**config.mk**
```make
export PLATFORM = sky130hd
export DESIGN_NAME = riscv_dmem_ahb
export DESIGN_NICKNAME = d
export VERILOG_FILES = /design/src/rtl/riscv_mpsoc_pkg.sv /design/src/rtl/riscv_dmem_align.sv /design/src/rtl/riscv_dmem_ahb.sv
export SDC_FILE = /design/constraint.sdc
export NUM_CORES = 1
export LEC_CHECK = 0
export ABC_AREA = 1
export BUFFER_PORTS_ARGS = -buffer_cell sky130_fd_sc_hd__buf_2
export CELL_PAD_IN_SITES_DETAIL_PLACEMENT = 1
export CELL_PAD_IN_SITES_GLOBAL_PLACEMENT = 2
export CORE_AREA = 3 3 195 197
export CTS_CLUSTER_SIZE = 8
export DETAILED_ROUTE_END_ITERATION = 10
export DIE_AREA = 0 0 198 200
export PLACE_DENSITY = 0.9
export SLEW_MARGIN = 25
export SYNTH_ARGS = -nofsm -noshare
export SYNTH_HDL_FRONTEND = slang
export SYNTH_SLANG_ARGS = --single-unit
export TNS_END_PERCENT = 20
```
**constraint.sdc**
```tcl
create_clock -name clk_i -period 2.4 [get_ports clk_i]
set_clock_uncertainty 0.2 [all_clocks]
set_input_delay 0.36 -clock clk_i [delete_from_list [all_inputs] [get_ports clk_i]]
set_output_delay 0.36 -clock clk_i [all_outputs]
set_load 0.1 [all_outputs]
```
**src/rtl/riscv_mpsoc_pkg.sv**
```systemverilog
// Shared AHB-Lite and data-memory definitions for the riscv_mpsoc slice.
package riscv_mpsoc_pkg;

    localparam logic [1:0] HTRANS_IDLE   = 2'b00;
    localparam logic [1:0] HTRANS_BUSY   = 2'b01;
    localparam logic [1:0] HTRANS_NONSEQ = 2'b10;
    localparam logic [1:0] HTRANS_SEQ    = 2'b11;

    localparam logic [2:0] HSIZE_B8  = 3'b000;
    localparam logic [2:0] HSIZE_B16 = 3'b001;
    localparam logic [2:0] HSIZE_B32 = 3'b010;
    localparam logic [2:0] HSIZE_B64 = 3'b011;

    localparam logic [2:0] HBURST_SINGLE = 3'b000;

    localparam int HPROT_DATA_IDX       = 0;
    localparam int HPROT_PRIVILEGED_IDX = 1;

    localparam logic [1:0] DMEM_SIZE_B = 2'd0;
    localparam logic [1:0] DMEM_SIZE_H = 2'd1;
    localparam logic [1:0] DMEM_SIZE_W = 2'd2;
    localparam logic [1:0] DMEM_SIZE_D = 2'd3;

    typedef enum logic [1:0] {
        DMEM_ST_IDLE = 2'd0,
        DMEM_ST_ADDR = 2'd1,
        DMEM_ST_DATA = 2'd2,
        DMEM_ST_RESP = 2'd3
    } dmem_ahb_state_t;

endpackage

```
**src/rtl/riscv_dmem_align.sv**
```systemverilog
// Combinational alignment/size legality check and write-lane shift for one request.
module riscv_dmem_align
    import riscv_mpsoc_pkg::*;
#(
    parameter int XLEN = 64
) (
    input  logic [2:0]      adr,
    input  logic [1:0]      size,
    input  logic [XLEN-1:0] d,
    output logic            misaligned,
    output logic            illegal,
    output logic [XLEN-1:0] wdata
);

    localparam int ABITS = $clog2(XLEN / 8);

    always_comb begin
        misaligned = 1'b0;
        case (size)
            DMEM_SIZE_B: misaligned = 1'b0;
            DMEM_SIZE_H: misaligned = adr[0];
            DMEM_SIZE_W: misaligned = |adr[1:0];
            DMEM_SIZE_D: misaligned = |adr[2:0];
            default:     misaligned = 1'b0;
        endcase
    end

    // A doubleword cannot be carried on a 32-bit bus.
    assign illegal = (XLEN == 32) && (size == DMEM_SIZE_D);

    assign wdata = d << {adr[ABITS-1:0], 3'b000};

endmodule

```
**src/rtl/riscv_dmem_ahb.sv**
```systemverilog
// Data-memory responder: one core load/store at a time, one AHB-Lite SINGLE transfer, one response pulse.
module riscv_dmem_ahb
    import riscv_mpsoc_pkg::*;
#(
    parameter int         XLEN       = 64,
    parameter int         PLEN       = 64,
    parameter logic [3:0] HPROT_DATA = 4'b0011
) (
    input  logic            clk_i,
    input  logic            rst_i,

    input  logic            dmem_req_i,
    input  logic [PLEN-1:0] dmem_adr_i,
    input  logic [2:0]      dmem_size_i,
    input  logic            dmem_we_i,
    input  logic [XLEN-1:0] dmem_d_i,
    input  logic            dmem_pagefault_i,
    output logic            dmem_ack_o,
    output logic            dmem_err_o,
    output logic            dmem_misaligned_o,
    output logic            dmem_page_fault_o,
    output logic [XLEN-1:0] dmem_q_o,

    output logic            HSEL,
    output logic [PLEN-1:0] HADDR,
    output logic [XLEN-1:0] HWDATA,
    input  logic [XLEN-1:0] HRDATA,
    output logic            HWRITE,
    output logic [2:0]      HSIZE,
    output logic [2:0]      HBURST,
    output logic [3:0]      HPROT,
    output logic [1:0]      HTRANS,
    output logic            HMASTLOCK,
    input  logic            HREADY,
    input  logic            HRESP
);

    localparam logic [1:0] ST_IDLE = DMEM_ST_IDLE;
    localparam logic [1:0] ST_ADDR = DMEM_ST_ADDR;
    localparam logic [1:0] ST_DATA = DMEM_ST_DATA;
    localparam logic [1:0] ST_RESP = DMEM_ST_RESP;

    // Handshake: dmem_req_i is held stable from acceptance in IDLE until the
    // single-cycle response pulse in RESP; AHB transfers advance only on HREADY=1.
    logic [1:0]      state;
    logic            chk_misaligned;
    logic            chk_illegal;
    logic [XLEN-1:0] lane_wdata;
    logic            unused_size_msb;

    assign unused_size_msb = dmem_size_i[2];

    riscv_dmem_align #(
        .XLEN(XLEN)
    ) u_align (
        .adr        (dmem_adr_i[2:0]),
        .size       (dmem_size_i[1:0]),
        .d          (dmem_d_i),
        .misaligned (chk_misaligned),
        .illegal    (chk_illegal),
        .wdata      (lane_wdata)
    );

    assign HBURST    = HBURST_SINGLE;
    assign HPROT     = HPROT_DATA;
    assign HMASTLOCK = 1'b0;

    always_ff @(posedge clk_i) begin
        if (rst_i) begin
            state             <= ST_IDLE;
            dmem_ack_o        <= 1'b0;
            dmem_err_o        <= 1'b0;
            dmem_misaligned_o <= 1'b0;
            dmem_page_fault_o <= 1'b0;
            dmem_q_o          <= '0;
            HSEL              <= 1'b0;
            HADDR             <= '0;
            HWDATA            <= '0;
            HWRITE            <= 1'b0;
            HSIZE             <= 3'b000;
            HTRANS            <= HTRANS_IDLE;
        end else begin
            // Pulses live only in the RESP cycle.
            dmem_ack_o        <= 1'b0;
            dmem_err_o        <= 1'b0;
            dmem_misaligned_o <= 1'b0;
            dmem_page_fault_o <= 1'b0;

            case (state)
                ST_IDLE: begin
                    if (dmem_req_i) begin
                        if (dmem_pagefault_i) begin
                            dmem_page_fault_o <= 1'b1;
                            state             <= ST_RESP;
                        end else if (chk_misaligned) begin
                            dmem_misaligned_o <= 1'b1;
                            state             <= ST_RESP;
                        end else if (chk_illegal) begin
                            dmem_err_o <= 1'b1;
                            state      <= ST_RESP;
                        end else begin
                            HADDR  <= dmem_adr_i;
                            HSIZE  <= {1'b0, dmem_size_i[1:0]};
                            HWRITE <= dmem_we_i;
                            HSEL   <= 1'b1;
                            HTRANS <= HTRANS_NONSEQ;
                            state  <= ST_ADDR;
                        end
                    end
                end

                ST_ADDR: begin
                    if (HREADY) begin
                        HTRANS <= HTRANS_IDLE;
                        HSEL   <= 1'b0;
                        HWDATA <= lane_wdata;
                        state  <= ST_DATA;
                    end
                end

                ST_DATA: begin
                    // The first ERROR cycle arrives with HREADY=0 and is simply waited out.
                    if (HREADY) begin
                        if (HRESP) begin
                            dmem_err_o <= 1'b1;
                        end else begin
                            dmem_ack_o <= 1'b1;
                            if (!HWRITE) begin
                                dmem_q_o <= HRDATA;
                            end
                        end
                        state <= ST_RESP;
                    end
                end

                ST_RESP: begin
                    state <= ST_IDLE;
                end

                default: begin
                    state <= ST_IDLE;
                end
            endcase
        end
    end

endmodule

```
==> results of run 1 <==
## state kept, by name, indices dropped and copies added, names as in the netlist
register	cells
dmem_misaligned_o	1
HTRANS	1
state	2
HWRITE	1
dmem_ack_o	1
dmem_page_fault_o	1
HSIZE	2
HADDR	64
HWDATA	64
dmem_q_o	64
dmem_err_o	1
## path summary, 6_finish.rpt
kind | from | end
worst max-delay path | state[0] | HADDR[2]
worst min-delay path | dmem_d_i[56] | HWDATA[56]
worst max register to register | state[0] | HADDR[2]
worst min register to register | HADDR[38] | HADDR[38]
## logic make-up (layout without fill, tap and decap cells)
logic type                 count (synthesis)  after routing
AOI/OAI and AO/OA                        225            225
adders and majority gates                  4              4
DFF                                      202            202
other                                      2             15
and+or+nand+nor                          679            679
buffers and inverters                    144            642
## final cells by class
class	count	share of cell area, %
sequential	202	30.18
multi-input combinational	918	30.29
clock inverter	2	0.4482
tap	468	4.370
clock buffer	37	6.022
antenna	5	0.09337
timing repair buffer	560	27.37
inverter	43	1.232
## what timing repair did
action | CTS | global route
setup endpoints to repair | 0 | 4
gates resized for setup | 0 | 2
endpoints found under the hold margin | 135 | 0
hold buffers | 139 | 0
## cell usage after synthesis (2+ instances only)
cell,instances
sky130_fd_sc_hd__and2_1,2
sky130_fd_sc_hd__nand2_1,358
sky130_fd_sc_hd__ha_1,4
sky130_fd_sc_hd__o21ai_0,95
sky130_fd_sc_hd__buf_4,13
sky130_fd_sc_hd__and2_0,2
sky130_fd_sc_hd__dfxtp_1,202
sky130_fd_sc_hd__inv_2,4
sky130_fd_sc_hd__o211ai_1,6
sky130_fd_sc_hd__inv_1,38
sky130_fd_sc_hd__buf_2,25
sky130_fd_sc_hd__buf_1,7
sky130_fd_sc_hd__nor2_1,173
sky130_fd_sc_hd__a21oi_1,105
sky130_fd_sc_hd__nand3_1,137
sky130_fd_sc_hd__buf_6,4
sky130_fd_sc_hd__a22oi_1,16
sky130_fd_sc_hd__clkbuf_1,52
sky130_fd_sc_hd__conb_1,2
## stage by stage
stage / hold slack, ps / instance area (µm²) / instances / utilization [%]
global route: 69.65 / 13400 / 2233 / 36.77
CTS: 2.438 / 13380 / 2230 / 36.73
finish: 39.84 / 13400 / 2235 / 36.78
detailed placement: 253.3 / 11120 / 2052 / 30.53
floorplan: 238.5 / 8742 / 1264 / -
global placement: 248.9 / 11120 / 2052 / 30.53
## power by group through the flow
stage	combinational, mW	sequential, mW	clock, mW
after CTS	4.35	3.84	4.12
final	4.38	3.86	3.97
after detailed placement	4.16	3.90	0
after floorplan	1.17	5.95	0
after global routing	4.63	3.89	4.21
after global placement	4.11	3.89	0
## layer usage
metal | routed length, µm | share of wire, %
met1 | 17330 | 41
met3 | 2843 | 6.7
met5 | 0 | 0
met4 | 2022 | 4.8
met2 | 20230 | 48
## worst max-delay path, stage by stage (launching register included)
cell and delay, ps:
sky130_fd_sc_hd__dfxtp_1 330, sky130_fd_sc_hd__inv_1 90, sky130_fd_sc_hd__ha_1 230, sky130_fd_sc_hd__nand2_1 60
sky130_fd_sc_hd__inv_1 70, sky130_fd_sc_hd__nand4_4 120, sky130_fd_sc_hd__buf_12 290, sky130_fd_sc_hd__nand2_1 110
sky130_fd_sc_hd__a21oi_1 160, sky130_fd_sc_hd__dlygate4sd3_1 570
==> results by group, run 1 <==
Timing
  – RSZ-0062 raised after global routing: yes
  – Tightest Pin Transition: 635.5 ps
  – Worst Slack Setup Final: 83.96 ps
  – Max Freq: between 400 and 500 MHz
  – Final period demand of the worst path: about 2300 ps
  – Fin. max-slew vios: 0
  – Setup Viol. Count Final: 0
  – Total negative slack for setup checks: 0 ps
  – Final count of hold timing violations: 0
  – Share of the clock period used by the worst path after layout: a little over nine tenths
  – Max_slew headroom: ~58%

Cells and area
  – Layout Nets: a little under 2000
  – Fillers: around 4600
  – Layout overhead on the synthesized area: 53.81%
  – Register Area: between 4000 and 5000 µm²
  – Share of layout cells above drive strength 1: roughly a quarter
  – Top library cells by usage in the layout, fill and taps aside: 400 x sky130_fd_sc_hd__buf_2, 357 x sky130_fd_sc_hd__nand2_1, 202 x sky130_fd_sc_hd__dfxtp_1
  – Most common cell after layout, fill and taps aside: sky130_fd_sc_hd__buf_2
  – Combined area of the multi-input logic cells: approximately 4100 µm²

Global routing
  – Remaining global-route overflow: 0
  – M2 GR Usage: approximately a third
  – Total track usage: approximately a fifth
  – Via count of the first global-routing pass: 11440
  – Number of antenna violations at the first check in global routing: 3
  – Global Route met3 Usage: under 10%
  – Met1 routing resource usage after global routing: around a quarter
  – Largest net degree at the start of global routing: 83
  – Most Used Layer, Global Route: met2
  – Global-route wire length before repair: 64280 µm

Logic synthesis
  – Main flop type after synthesis: sky130_fd_sc_hd__dfxtp_1
  – Post-synthesis instance area: roughly 8700 µm²
  – Synthesized-area fraction occupied by xor and xnor cells: 0%
  – Number of flops mapped to enable cells by yosys: 0
  – Adder-cell area share of the yosys netlist: less than 1%
  – Post-synthesis sequential element count: 202
  – Mapped Avg Cell Area: 6.936 µm²
  – Multiplexer area fraction after synthesis: 0%
  – Register area share after synthesis: between 40% and 50%
  – Mapped Cells: roughly 1300
  – Basic-gate share of the synthesized area counting and, or, nand and nor cells: a little under a third
  – Largest family of logic cells by synthesized area: simple AND/OR/NAND/NOR gates
  – Post-synth top area share: between 40 and 50%
  – Top cell type by total area after synthesis: sky130_fd_sc_hd__dfxtp_1
  – Compound-Gate Fraction of Synth Area: 13.63%
  – Count of cell types in the netlist: 30
  – Async SR Flop Fraction: 0%
  – Biggest area contributors in the synthesized netlist: sky130_fd_sc_hd__dfxtp_1 46%, sky130_fd_sc_hd__nand2_1 15%, sky130_fd_sc_hd__nand3_1 7.9%, sky130_fd_sc_hd__nor2_1 7.5%, sky130_fd_sc_hd__a21oi_1 6.0%
  – Count of synthesis-stage warnings from yosys: 0

Worst setup path
  – Critical path startpoint category: flip-flop
  – Type of the worst setup path: reg2reg
  – Number of cells on the worst reg-to-reg path: 9
  – Endpoint class of the critical path: flip-flop
  – Critical path peak fanout: between 60 and 70
  – Crit path arrival time: around 2600 ps
  – Required @ worst endpoint: 2700 ps
  – Worst R2R Setup Slack: 80 ps

Flow run
  – Max Cap Viol: 0

Worst hold path
  – Type of the tightest min-delay check: in2reg
  – Hold path cells: 7

Power and ir drop
  – Combinational share of power: a little over a third
  – Leakage: approximately 6.5 nW
  – Final Total Pwr: between 10 and 15 mW
  – Clock network fraction of design power: 32.5%
  – Sequential fraction of design power: roughly a third
  – Power per cell area: about 900 nW/µm²
  – Pint: approximately 7.0 mW
  – Fraction of power spent switching nets: around 43%
  – VDD IR-drop max: approximately 0.63 mV
  – Switching Power: around 5.2 mW

Clock network
  – Number of buffers inserted to repair setup after CTS: 0
  – Clock tree from TritonCTS: done
  – Worst-path clk slew: 60 ps
  – Number of CTS-inserted buffers: 30
  – Clock H-tree levels: 1
  – Root Driver: sky130_fd_sc_hd__clkbuf_16
  – CTS Sinks: a little over 200
  – Clock latency of the later-clocked register in the worst-skew pair: 560 ps
  – Maximum number of buffers from clock root to sink: 3

Placement
  – Detail Placement HPWL: approximately 28000 µm
  – Setup WS pre-CTS: 129.4 ps
  – Final estimated routing congestion in global placement: approximately 0.83
  – Port Buffer Count: approximately 400

Floorplanning
  – Number of placed I/O pins: 413
  – Floorplan die area: just under 40000 µm²
  – Area inside the core boundary: 36430 µm²
  – Starting density of the core: between 20% and 30%
  – Site Rows: 70
  – Die Height: 200 µm
  – Die span in x: ~200 µm

Drt
  – Via count of the routed design: roughly 11000
  – Post-detailed-routing wire length: 42430 µm
  – Vias per std cell: 4.742
  – DRT antenna net count: 0
  – Detail-routed net length per standard cell: 18.99 µm
  – First-pass DRT Iterations: 5
  – Detailed router's first-iteration violation count: 499
  – DRC: 0

Run status
  – Run status: finished, final reports clean
No activity file was read; power rests on OpenSTA's default activity.
==> run 2, diff against run 1 <==
CELL_PAD_IN_SITES_DETAIL_PLACEMENT = not set   (was 1)
CELL_PAD_IN_SITES_GLOBAL_PLACEMENT = not set   (was 2)
CORE_AREA = 3 3 162 164   (was 3 3 195 197)
DIE_AREA = 0 0 165 167   (was 0 0 198 200)
PLACE_DENSITY = 0.73   (was 0.9)
clock period = 2.5 ns   (was 2.4 ns; I/O delays follow)
==> results by group, run 2 (same netlist as run 1, synthesis figures left out) <==
Placement
  – Port Buffer Count: between 400 and 500
  – Cell Count Post-Placement: 1907
  – Final estimated routing congestion in global placement: 0.9067
  – Detail Placement HPWL: 22460 µm

Timing
  – Setup Viol. Count Final: 0
  – Max_slew headroom: 51.37%
  – Final count of hold timing violations: 0
  – Fin. max-slew vios: 0
  – Max Freq: 462.8 MHz
  – Tightest Pin Transition: between 700 and 800 ps
  – Final period demand of the worst path: 2161 ps
  – RSZ-0062 raised after global routing: no
  – Share of the clock period used by the worst path after layout: between 80 and 90%
  – Final hold slack: between 40 and 50 ps
  – Total negative slack for setup checks: 0 ps

Global routing
  – Global Route met3 Usage: under 10%
  – Total track usage: roughly 24%
  – Via count of the first global-routing pass: 10250
  – Most Used Layer, Global Route: met2
  – Number of antenna violations at the first check in global routing: 1
  – Met1 routing resource usage after global routing: between 20 and 30%
  – Remaining global-route overflow: 0
  – Global-route wire length before repair: between 50000 and 60000 µm
  – M2 GR Usage: around 40%
  – Largest net degree at the start of global routing: 117

Drt
  – Detailed router's first-iteration violation count: around 1300
  – First-pass DRT Iterations: 8
  – DRC: 0
  – Via count of the routed design: between 10000 and 15000
  – Detail-routed net length per standard cell: between 15 and 20 µm
  – Post-detailed-routing wire length: between 30000 and 40000 µm
  – Vias per std cell: about 5.1
  – DRT antenna net count: 0

Worst setup path
  – Critical path peak fanout: 67
  – Crit path largest cell delay: 560 ps
  – Number of cells on the critical path: 8
  – Family with the most delay on the worst path: buffers and inverters
  – Critical path startpoint category: flip-flop
  – Number of cells on the worst reg-to-reg path: 8
  – Worst R2R Setup Slack: ~340 ps
  – Endpoint class of the critical path: flip-flop
  – Crit path arrival time: 2420 ps
  – Worst Setup SP: state[0]
  – Critical Path Slowest Stage Cell: sky130_fd_sc_hd__buf_4
  – Cell chain of the critical path: inv_1 > ha_1 > nand2_1 > inv_1 > nand4_4 > buf_4 > nand2_1 > a21oi_1
  – Startpoint of the worst-slack reg-to-reg timing path: state[0]
  – Crit Reg-Reg Endpoint: HADDR[20]
  – Type of the worst setup path: reg2reg
  – Crit path capture: HADDR[20]
  – Number of buffer and inverter instances along the worst setup path: 3
  – Required @ worst endpoint: 2760 ps

Cells and area
  – Layout overhead on the synthesized area: 49.25%
  – Layout Nets: a little under 2000
  – Most common cell after layout, fill and taps aside: sky130_fd_sc_hd__buf_2
  – Share of layout cells above drive strength 1: a little over a quarter
  – Biggest regs: HADDR x64, HWDATA x64, dmem_q_o x64
  – Count of non-filler cells in the finished layout: between 2000 and 2500
  – Top library cells by usage in the layout, fill and taps aside: 400 x sky130_fd_sc_hd__buf_2, 357 x sky130_fd_sc_hd__nand2_1, 202 x sky130_fd_sc_hd__dfxtp_1

Floorplanning
  – Starting density of the core: approximately a third
  – Die Height: approximately 170 µm
  – Die span in x: 165 µm
  – Area inside the core boundary: roughly 25000 µm²
  – Number of placed I/O pins: 413
  – Floorplan die area: between 20000 and 30000 µm²
  – Site Rows: 58

Clock network
  – Worst-path clk slew: 50 ps
  – CTS-repair resized insts: 0
  – CTS Sinks: a little over 200
  – Number of buffers inserted to repair setup after CTS: 0
  – Clock tree from TritonCTS: done
  – Number of CTS-inserted buffers: 29
  – Root Driver: sky130_fd_sc_hd__clkbuf_16
  – Clock H-tree levels: 1
  – Clock latency of the later-clocked register in the worst-skew pair: between 500 and 600 ps
  – Maximum number of buffers from clock root to sink: 3
  – Number of hold buffers added after CTS: roughly 130

Power and ir drop
  – Clock network fraction of design power: between 30% and 40%
  – Switching Power: between 4 and 5 mW
  – Sequential fraction of design power: between 30% and 40%
  – Power per cell area: between 800 and 900 nW/µm²
  – VDD IR-drop max: 0.7444 mV
  – Fraction of power spent switching nets: 42.68%
  – Pint: 6.486 mW
  – Leakage: approximately 6.4 nW
  – Combinational share of power: between 30% and 40%

Worst hold path
  – Type of the tightest min-delay check: in2reg

Run status
  – Run status: finished, final reports clean

Flow run
  – Max Cap Viol: 0
run 2: worst min path at each step:
stage               cells past startpoint  slack (ps)                 to             start
global placement                        2         250          HADDR[34]         HADDR[34]
CTS                                     4          30          HTRANS[1]        dmem_req_i
detailed placement                      2         250           HADDR[2]          HADDR[2]
global route                            5          80          HTRANS[1]        dmem_req_i
floorplan                               1         250  dmem_misaligned_o  dmem_pagefault_i
finish                                  4          50          HTRANS[1]        dmem_req_i
run 2: per-layer routing:
layer	vias up	share of wire (%)
met4	0	5.3
met1	4799	38
met2	638	47
met5	-	0
met3	130	10
li1	4996	-
run 2: worst min-delay path, cell delays in order:
cell and delay, ps:
sky130_fd_sc_hd__buf_2 100, sky130_fd_sc_hd__o21a_1 120, sky130_fd_sc_hd__a21oi_1 60, sky130_fd_sc_hd__nor2_1 90
run 2: final cells by class:
cell class	count	area [µm²]
multi-input combinational	918	4059
clock buffer	31	733.2
fill	2283	12030
timing repair buffer	548	3548
tap	330	412.9
inverter	43	163.9
clock inverter	2	38.79
antenna	1	2.502
sequential	202	4044
run 2: metrics by stage:
stage,area (µm²),util (%),setup slack [ps],power [mW]
3_5_place_dp,10890,43.48,352.7,7.626
5_1_grt,13000,51.93,214.7,11.73
4_1_cts,13000,51.92,389.1,11.32
2_1_floorplan,8742,-,545.6,6.842
6_report,13000,51.93,339.3,11.32
3_3_place_gp,10890,43.48,428.9,7.590
run 2: power by group through the flow:
stage	Clock [mW]	Combinational (mW)	Sequential, mW
floorplan	0	1.13	5.72
detailed placement	0	3.89	3.74
CTS	3.58	4.06	3.68
global route	3.71	4.31	3.72
global placement	0	3.85	3.74
finish	3.52	4.10	3.69
==> run 3, diff against run 2 <==
clock period = 2.3 ns   (was 2.5 ns; I/O delays follow)
==> results by group, run 3 (same netlist as run 1, synthesis figures left out) <==
Run status
  – Run status: finished, final reports clean

Timing
  – RSZ-0062 raised after global routing: no
  – Max_slew headroom: approximately half
  – Share of the clock period used by the worst path after layout: approximately 90%
  – Total negative slack for setup checks: 0 ps
  – Fin. max-slew vios: 0
  – Final period demand of the worst path: between 2000 and 2500 ps
  – Setup Viol. Count Final: 0
  – Tightest Pin Transition: around 740 ps
  – Final count of hold timing violations: 0
  – Max Freq: 476.5 MHz

Cells and area
  – Share of layout cells above drive strength 1: between 20% and 30%
  – Most common cell after layout, fill and taps aside: sky130_fd_sc_hd__buf_2
  – Post-route cell area: between 10000 and 15000 µm²
  – Biggest regs: HADDR x64, HWDATA x64, dmem_q_o x64
  – Layout Nets: approximately 2000
  – Layout overhead on the synthesized area: 49.75%
  – Count of non-filler cells in the finished layout: 2079
  – Top library cells by usage in the layout, fill and taps aside: 400 x sky130_fd_sc_hd__buf_2, 357 x sky130_fd_sc_hd__nand2_1, 202 x sky130_fd_sc_hd__dfxtp_1

Floorplanning
  – Die Height: around 170 µm
  – Area inside the core boundary: 25040 µm²
  – Site Rows: slightly below 60
  – Starting density of the core: a little over a third
  – Die span in x: 165 µm
  – Number of placed I/O pins: 413
  – Floorplan die area: about 28000 µm²

Placement
  – Cell Count Post-Placement: ~1900
  – Port Buffer Count: between 400 and 500
  – Detail Placement HPWL: roughly 23000 µm
  – Area after DPL: around 11000 µm²
  – Final estimated routing congestion in global placement: between 0.9 and 1

Power and ir drop
  – Leakage: about 6.4 nW
  – Pint: approximately 6.9 mW
  – Combinational share of power: 36.8%
  – Sequential fraction of design power: roughly a third
  – Power per cell area: 934.0 nW/µm²
  – Clock network fraction of design power: between 30% and 40%
  – VDD IR-drop max: between 0.7 and 0.8 mV
  – Final Total Pwr: between 10 and 15 mW
  – Fraction of power spent switching nets: 42.98%
  – Switching Power: roughly 5.2 mW

Drt
  – Via count of the routed design: between 10000 and 15000
  – Post-detailed-routing wire length: ~35000 µm
  – Detail-routed net length per standard cell: 17.07 µm
  – First-pass DRT Iterations: 6
  – DRT antenna net count: 0
  – Vias per std cell: slightly above 5
  – DRC: 0
  – Detailed router's first-iteration violation count: 1218

Flow run
  – Max Cap Viol: 0

Clock network
  – Maximum number of buffers from clock root to sink: 3
  – Number of buffers inserted to repair setup after CTS: 0
  – Clock tree from TritonCTS: done
  – Worst-path clk slew: 50 ps
  – Number of hold buffers added after CTS: between 100 and 150
  – CTS-repair resized insts: 0
  – Root Driver: sky130_fd_sc_hd__clkbuf_16
  – Number of CTS-inserted buffers: 29
  – Clock latency of the later-clocked register in the worst-skew pair: ~540 ps
  – CTS Sinks: around 200
  – Clock H-tree levels: 1

Worst setup path
  – Required @ worst endpoint: 2550 ps
  – Type of the worst setup path: reg2reg
  – Cell chain of the critical path: inv_1 > ha_1 > nand2_2 > buf_4 > a22oi_1 > a21oi_1
  – Critical path startpoint category: flip-flop
  – Endpoint class of the critical path: flip-flop
  – Critical path peak fanout: 64
  – Crit path arrival time: between 2000 and 2500 ps
  – Crit path largest cell delay: about 570 ps
  – Critical Path Slowest Stage Cell: sky130_fd_sc_hd__buf_4
  – Number of cells on the worst reg-to-reg path: 6

Worst hold path
  – Hold path cells: 4
  – Type of the tightest min-delay check: in2reg

Global routing
  – Remaining global-route overflow: 0
  – Largest net degree at the start of global routing: roughly 120
  – Via count of the first global-routing pass: 10390
  – Number of antenna violations at the first check in global routing: 1
  – Total track usage: 24.36%
  – Global-route wire length before repair: about 54000 µm
run 3: power groups by stage:
stage	registers (mW)	logic, mW	clock network [mW]
after floorplan	6.21	1.22	0
after global placement	4.06	4.21	0
after detailed placement	4.06	4.25	0
after CTS	4.00	4.43	3.77
after global routing	4.04	4.71	3.91
final	4.01	4.48	3.69
run 3: through the flow:
stage	worst slack [ps]	hold WS, ps	util, %
final	201.5	30.87	52.11
after global routing	68.99	29.53	52.11
after CTS	236.2	0.05007	52.10
after detailed placement	292.6	253.4	43.73
after global placement	344.1	249.0	43.73
after floorplan	345.6	223.5	-
run 3: routing by layer:
metal / track usage (%) / wire (µm)
met1: 28.49 / 13150
met2: 41.56 / 17230
met3: 5.746 / 3380
met4: 11.60 / 1734
met5: 0 / 0
run 3: final timing paths:
kind	to	start	slack (ps)
min	HWDATA[15]	dmem_adr_i[1]	30
max reg2reg	HWDATA[35]	state[1]	200
max	HWDATA[35]	state[1]	200
min reg2reg	HADDR[16]	HADDR[16]	260
run 3: critical path: cells and delay by family (launching register included):
kind / cells / cell delay [ps]
buffers and inverters: 2 / 650
adder cells (fa/ha/maj): 1 / 240
flip-flops: 1 / 320
AO/OA/AOI/OAI: 2 / 380
AND/OR/NAND/NOR: 1 / 140
run 3: final cells by class:
| cell class | count | area (µm²) |
|---|---|---|
| fillers | 2296 | 11990 |
| clock inverters | 2 | 17.52 |
| clock buffers | 29 | 725.7 |
| diodes | 1 | 2.502 |
| inverters | 43 | 163.9 |
| repair buffers | 554 | 3621 |
| well taps | 330 | 412.9 |
| flip-flops and latches | 202 | 4044 |
| multi-input cells | 918 | 4059 |
